File: src/rtl/load_extract_unit.sv
// Multi-cycle load unit: validates a load, issues one aligned bus read,
// extracts and extends the addressed lane, and holds the result until accepted.
module load_extract_unit #(
  parameter int          DATA_W    = 32,
  parameter logic [31:0] DM_LIMIT  = 32'h0000_3000,
  parameter logic [31:0] DEV_BASE  = 32'h0000_7F00,
  parameter logic [31:0] DEV_LIMIT = 32'h0000_7F30,
  parameter int          TIMEOUT   = 16
) (
  input  logic                clk,
  input  logic                reset,
  input  logic                req_valid,
  output logic                req_ready,
  input  logic [31:0]         req_addr,
  input  logic [2:0]          req_op,
  output logic                bus_req,
  output logic [31:0]         bus_addr,
  output logic [DATA_W/8-1:0] bus_be,
  input  logic [DATA_W-1:0]   bus_rdata,
  input  logic                bus_ack,
  output logic                rsp_valid,
  input  logic                rsp_ready,
  output logic [DATA_W-1:0]   rsp_data,
  output logic [1:0]          rsp_exc,
  output logic [1:0]          dbg_state
);

  localparam int BE_W  = DATA_W / 8;
  localparam int OFF_W = $clog2(BE_W);
  localparam int CNT_W = $clog2(TIMEOUT + 1);

  typedef enum logic [1:0] {
    S_IDLE = 2'd0,
    S_WAIT = 2'd1,
    S_RESP = 2'd2
  } state_t;

  // Handshakes: a transfer happens on a rising edge where valid and ready are
  // both high; valid never waits on ready, and data is stable while valid.
  state_t              r_state, w_state_nxt;
  logic [2:0]          r_op, w_op_nxt;
  logic [OFF_W-1:0]    r_off, w_off_nxt;
  logic [CNT_W-1:0]    r_cnt, w_cnt_nxt;
  logic                r_bus_req, w_bus_req_nxt;
  logic [31:0]         r_bus_addr, w_bus_addr_nxt;
  logic [BE_W-1:0]     r_bus_be, w_bus_be_nxt;
  logic                r_rsp_valid, w_rsp_valid_nxt;
  logic [DATA_W-1:0]   r_rsp_data, w_rsp_data_nxt;
  logic [1:0]          r_rsp_exc, w_rsp_exc_nxt;

  logic                w_adel, w_in_range;
  logic [BE_W-1:0]     w_mask, w_be;
  logic [DATA_W-1:0]   w_lane, w_ext;

  always_comb begin
    w_adel = 1'b0;
    case (req_op)
      3'd2, 3'd3: w_adel = req_addr[0];
      3'd4:       w_adel = |req_addr[1:0];
      3'd5:       w_adel = (|req_addr[1:0]) || (DATA_W == 32);
      3'd6:       w_adel = (|req_addr[2:0]) || (DATA_W == 32);
      3'd7:       w_adel = 1'b1;
      default:    w_adel = 1'b0;
    endcase
  end

  assign w_in_range = (req_addr < DM_LIMIT) ||
                      ((req_addr >= DEV_BASE) && (req_addr < DEV_LIMIT));

  always_comb begin
    case (req_op)
      3'd0, 3'd1: w_mask = BE_W'(8'h01);
      3'd2, 3'd3: w_mask = BE_W'(8'h03);
      3'd4, 3'd5: w_mask = BE_W'(8'h0F);
      default:    w_mask = BE_W'(8'hFF);
    endcase
  end

  assign w_be = w_mask << req_addr[OFF_W-1:0];

  // Shift the addressed lane down to bit 0, then extend from the access size.
  assign w_lane = bus_rdata >> {r_off, 3'b000};

  always_comb begin
    case (r_op)
      3'd0:    w_ext = DATA_W'($signed(w_lane[7:0]));
      3'd1:    w_ext = DATA_W'(w_lane[7:0]);
      3'd2:    w_ext = DATA_W'($signed(w_lane[15:0]));
      3'd3:    w_ext = DATA_W'(w_lane[15:0]);
      3'd4:    w_ext = DATA_W'($signed(w_lane[31:0]));
      3'd5:    w_ext = DATA_W'(w_lane[31:0]);
      default: w_ext = w_lane;
    endcase
  end

  always_comb begin
    w_state_nxt     = r_state;
    w_op_nxt        = r_op;
    w_off_nxt       = r_off;
    w_cnt_nxt       = r_cnt;
    w_bus_req_nxt   = r_bus_req;
    w_bus_addr_nxt  = r_bus_addr;
    w_bus_be_nxt    = r_bus_be;
    w_rsp_valid_nxt = r_rsp_valid;
    w_rsp_data_nxt  = r_rsp_data;
    w_rsp_exc_nxt   = r_rsp_exc;
    case (r_state)
      S_IDLE: begin
        if (req_valid) begin
          w_op_nxt  = req_op;
          w_off_nxt = req_addr[OFF_W-1:0];
          w_cnt_nxt = '0;
          if (w_adel || !w_in_range) begin
            w_state_nxt     = S_RESP;
            w_rsp_valid_nxt = 1'b1;
            w_rsp_data_nxt  = '0;
            w_rsp_exc_nxt   = w_adel ? 2'd1 : 2'd2;
          end else begin
            w_state_nxt    = S_WAIT;
            w_bus_req_nxt  = 1'b1;
            w_bus_addr_nxt = {req_addr[31:OFF_W], {OFF_W{1'b0}}};
            w_bus_be_nxt   = w_be;
          end
        end
      end
      S_WAIT: begin
        // An ack in the final allowed cycle still completes the load.
        if (bus_ack) begin
          w_state_nxt     = S_RESP;
          w_bus_req_nxt   = 1'b0;
          w_bus_addr_nxt  = '0;
          w_bus_be_nxt    = '0;
          w_rsp_valid_nxt = 1'b1;
          w_rsp_data_nxt  = w_ext;
          w_rsp_exc_nxt   = 2'd0;
        end else begin
          w_cnt_nxt = r_cnt + 1'b1;
          if (r_cnt == CNT_W'(TIMEOUT - 1)) begin
            w_state_nxt     = S_RESP;
            w_bus_req_nxt   = 1'b0;
            w_bus_addr_nxt  = '0;
            w_bus_be_nxt    = '0;
            w_rsp_valid_nxt = 1'b1;
            w_rsp_data_nxt  = '0;
            w_rsp_exc_nxt   = 2'd3;
          end
        end
      end
      S_RESP: begin
        if (rsp_ready) begin
          w_state_nxt     = S_IDLE;
          w_rsp_valid_nxt = 1'b0;
          w_cnt_nxt       = '0;
        end
      end
      default: w_state_nxt = S_IDLE;
    endcase
  end

  always_ff @(posedge clk or negedge reset) begin
    if (!reset) begin
      r_state     <= S_IDLE;
      r_op        <= '0;
      r_off       <= '0;
      r_cnt       <= '0;
      r_bus_req   <= 1'b0;
      r_bus_addr  <= '0;
      r_bus_be    <= '0;
      r_rsp_valid <= 1'b0;
      r_rsp_data  <= '0;
      r_rsp_exc   <= '0;
    end else begin
      r_state     <= w_state_nxt;
      r_op        <= w_op_nxt;
      r_off       <= w_off_nxt;
      r_cnt       <= w_cnt_nxt;
      r_bus_req   <= w_bus_req_nxt;
      r_bus_addr  <= w_bus_addr_nxt;
      r_bus_be    <= w_bus_be_nxt;
      r_rsp_valid <= w_rsp_valid_nxt;
      r_rsp_data  <= w_rsp_data_nxt;
      r_rsp_exc   <= w_rsp_exc_nxt;
    end
  end

  assign req_ready = (r_state == S_IDLE);
  assign bus_req   = r_bus_req;
  assign bus_addr  = r_bus_addr;
  assign bus_be    = r_bus_be;
  assign rsp_valid = r_rsp_valid;
  assign rsp_data  = r_rsp_data;
  assign rsp_exc   = r_rsp_exc;
  assign dbg_state = r_state;

endmodule
File: config.mk
export PLATFORM = sky130hd
export DESIGN_NAME = load_extract_unit
export DESIGN_NICKNAME = d
export VERILOG_FILES = /design/src/rtl/load_extract_unit.sv
export SDC_FILE = /design/constraint.sdc
export NUM_CORES = 1
export LEC_CHECK = 0
export CAP_MARGIN = 20
export CORE_UTILIZATION = 40
export CTS_CLUSTER_SIZE = 16
export DETAILED_ROUTE_END_ITERATION = 10
export PLACE_DENSITY = 0.77
export SLEW_MARGIN = 0
export SYNTH_ARGS = -nofsm -noshare
export SYNTH_HDL_FRONTEND = slang
export SYNTH_SLANG_ARGS = --single-unit
File: constraint.sdc
create_clock -name clk -period 1.9 [get_ports clk]
set_input_delay 0.57 -clock clk [delete_from_list [all_inputs] [get_ports clk]]
set_output_delay 0.57 -clock clk [all_outputs]
set_load 0.005 [all_outputs]
==> summary.txt, run 1 <==
Critical Path RT: 2.15 ns
CTS tree: done
Detailed Route Iter0 Violations: 164
Clock skew: 0.01238 ns
CP endpoint kind: register
Die width: 100.4 um
CP Launch Type: primary input
WL final: 11790 um
DRC errors left: 0
DIE AREA: 10080 um^2
F_max: 476.5 MHz
Post-layout worst setup margin: -0.1985 ns
Number of synthesized flops with an enable pin: 0
I/O pin cnt: 147
Final setup viols: 71
CP arrival: 2.35 ns
Starting Density: 41.53%
Stages on worst setup path: 7
Total GRT Usage: 22.94%
Largest net degree at the start of global routing: 83
Max-slew violations: 0
Final min period: 2.099 ns
First-pass GRT wire length: 17610 um
Unrepaired setup endpoints after global routing: true
Psw: 2.337 mW
YS warnings: 0
CP bufs+invs: 2
CTS root buffer: clkbuf_8
Failing checks: setup timing
Sequential cell area fraction in the yosys report: 52.97%
Combinational share of power: 47.1%
Clock share of power: 19.9%
Measured slew at the worst slew-check pin: 0.5532 ns
CTS buffer count: 9
Num Clock Sinks: 82
CP Max Fanout: 5
Syn Area/Cell: 11.56 um^2
Vias: 3530
Max-cap violations: 0
Area growth syn-to-layout: 65.15%
Final instance area: 6397 um^2
Gpl congestion: 0.8486
Initial antenna violation count: 0
Setup crit start: req_addr[23]
HP Class: in2async
CP Class: in2reg
CP delay by family, top: compound AO/OA/AOI/OAI gates
WHS: 0.2070 ns
Reg2Reg Depth: 7
Most frequent cells in the layout: clkdlybuf4s50_1 (108), dfrtp_1 (82), buf_4 (53)
R2r startpoint: r_cnt[0]$_DFFE_PN0P_
Hold buffer count at cts: 0
Crit path cell chain: buf_2 > nor4_4 > o2111ai_2 > buf_4 > a2111oi_4 > or3_4 > mux2_4
Routed Antenna Nets: 0
Flops & latches, synth: 82
Slowest stage delay, CP: 0.44 ns
Port bufs: 144
Placed cells: 642
Vias in the first global route: 3515
P per Cell Area: 1047 nW/um^2
Die height: 100.4 um
Most common cell after layout, fill and taps aside: clkdlybuf4s50_1
Final Hold Fails: 0
Syn Inst Count: 335
Layout cells sized above 1: 29.33%
Row count: 35
Switch share: 34.88%
Max VDD drop: 617.8 uV
Internal Power: 4.363 mW
Routed wire length per instance: 17.39 um
Core footprint: 9328 um^2
DR pass1 iterations: 4
Count of cell types in the netlist: 53
Final non-filler cell total: 678
DPL Wire Length: 8091 um
Fraction of registers with async set/reset: 100.0%
Critical path's slowest cell: a2111oi_4
Synthesized cell area: 3874 um^2
Antenna cells: 0
Max_slew headroom: 62.98%
Sequential power share: 33.0%
Via-to-Cell Ratio: 5.206
LEAKAGE: 2.919 nW
Skew-Pair Late Insertion Delay: 0.36 ns
Post-synth top flop: dfrtp_1
Placed Area: 5822 um^2
Status: finished, violations left
Clk slew on worst S/H paths: 0.09 ns
NumNets Final: 618
H-tree levels: 3
Remaining Overflow, GRT: 0
Final period util: 110.4%
Max Root-Sink Buffers: 2
## final timing paths
kind,end,slack [ns]
worst max-delay path,rsp_exc[1]$_DFFE_PN0P_,-0.20
worst min-delay path,rsp_data[9]$_DFFE_PN0P_,0.21
worst max register to register,rsp_data[28]$_DFFE_PN0P_,-0.15
worst min register to register,rsp_data[31]$_DFFE_PN0P_,0.49
max in group asynchronous,rsp_data[24]$_DFFE_PN0P_,1.33
min in group clk,bus_addr[6]$_DFFE_PN0P_,0.43
## cell usage after synthesis, types with 2 or more instances
library cell,instances,share of area (%)
nor3_1,4,0.52
ha_1,2,0.65
buf_2,4,0.52
nor4_1,3,0.48
nor2b_1,3,0.48
a2111o_1,2,0.58
nand2_1,24,2.3
a22o_1,24,5.4
o2bb2ai_1,2,0.45
and3_1,2,0.32
inv_1,5,0.48
nor2_2,2,0.32
dfrtp_1,82,53
a21o_1,6,1.2
o21ai_0,22,2.8
a221o_1,10,2.6
xor2_1,2,0.45
nand2b_1,2,0.32
a32o_1,7,1.8
buf_6,3,0.87
mux2_2,15,4.4
buf_4,3,0.58
and2_1,19,3.1
nor2_1,13,1.3
clkbuf_1,10,0.97
a21oi_1,14,1.8
mux2i_1,22,5.7
a22oi_1,3,0.58
## registers in the layout (all words and copies together) (netlist names)
register,flops
rsp_exc,2
bus_req,1
bus_be,4
bus_addr,30
rsp_valid,1
r_op,3
rsp_data,32
r_cnt,5
r_off,2
dbg_state,2
## stage by stage
step | setup WS, ns | utilization [%] | setup TNS (ns) | power, mW
6_report | -0.1985 | 68.58 | -9.020 | 6.700
2_1_floorplan | -0.2554 | - | -6.889 | 3.663
5_1_grt | -0.2468 | 68.58 | -12.69 | 7.082
3_5_place_dp | -0.8579 | 62.41 | -54.41 | 4.893
3_3_place_gp | -0.7789 | 62.41 | -50.43 | 4.837
4_1_cts | -0.1201 | 66.98 | -2.811 | 6.590
## layer usage
| metal | routed length, um | part of all wire (%) | GRT usage [%] |
|---|---|---|---|
| met1 | 5131 | 44 | 29.85 |
| met2 | 5949 | 50 | 37.93 |
| met3 | 410 | 3.5 | 3.412 |
| met4 | 298 | 2.5 | 10.37 |
| met5 | 0 | 0 | 0 |
## kinds of logic after synthesis
kind of cell	after synthesis	share of synthesized area [%]
AO/OA/AOI/OAI	101	20.35
XOR/XNOR	2	0.4523
adder cells (fa/ha/maj)	2	0.6459
buffers and inverters	27	3.908
flip-flops	82	52.97
multiplexers	38	10.34
other	1	0.09681
AND/OR/NAND/NOR	82	11.24
## cell type report
| cell class | count | area, um^2 |
|---|---|---|
| Multi-Input combinational cell | 227 | 1843 |
| Fill cell | 685 | 2930 |
| Timing Repair Buffer | 218 | 2112 |
| Inverter | 6 | 22.52 |
| Tap cell | 129 | 161.4 |
| Sequential cell | 82 | 2052 |
| Clock buffer | 9 | 123.9 |
| Clock inverter | 7 | 82.58 |
## what timing repair did
item | CTS | global route
gates cloned | 3 | 2
endpoints found under the setup margin | 75 | 75
resized for setup | 120 | 27
buffers inserted | 13 | 6
pin swaps | 18 | 8
## worst register-to-register path, delay by kind of cell, from the launching register on
family	cells	cell delay (ns)
buffers and inverters	1	0.18
DFF	1	0.37
and+or+nand+nor	2	0.64
adders and majority gates	2	0.31
AOI/OAI and AO/OA	2	0.45
## power groups by stage
stage | Clock (mW) | Combinational, mW | Sequential, mW
floorplan | 0 | 1.46 | 2.20
global placement | 0 | 2.61 | 2.23
detailed placement | 0 | 2.66 | 2.23
CTS | 1.34 | 3.04 | 2.20
global route | 1.45 | 3.38 | 2.25
finish | 1.33 | 3.15 | 2.21
Power figures use the tool's default switching activity.
==> inputs of run 2 (changes only) <==
Settings changed: CTS_CLUSTER_DIAMETER from default to 100.
==> results of run 2 <==
No change in the layout: final DEF, timing and power equal those of run 1.
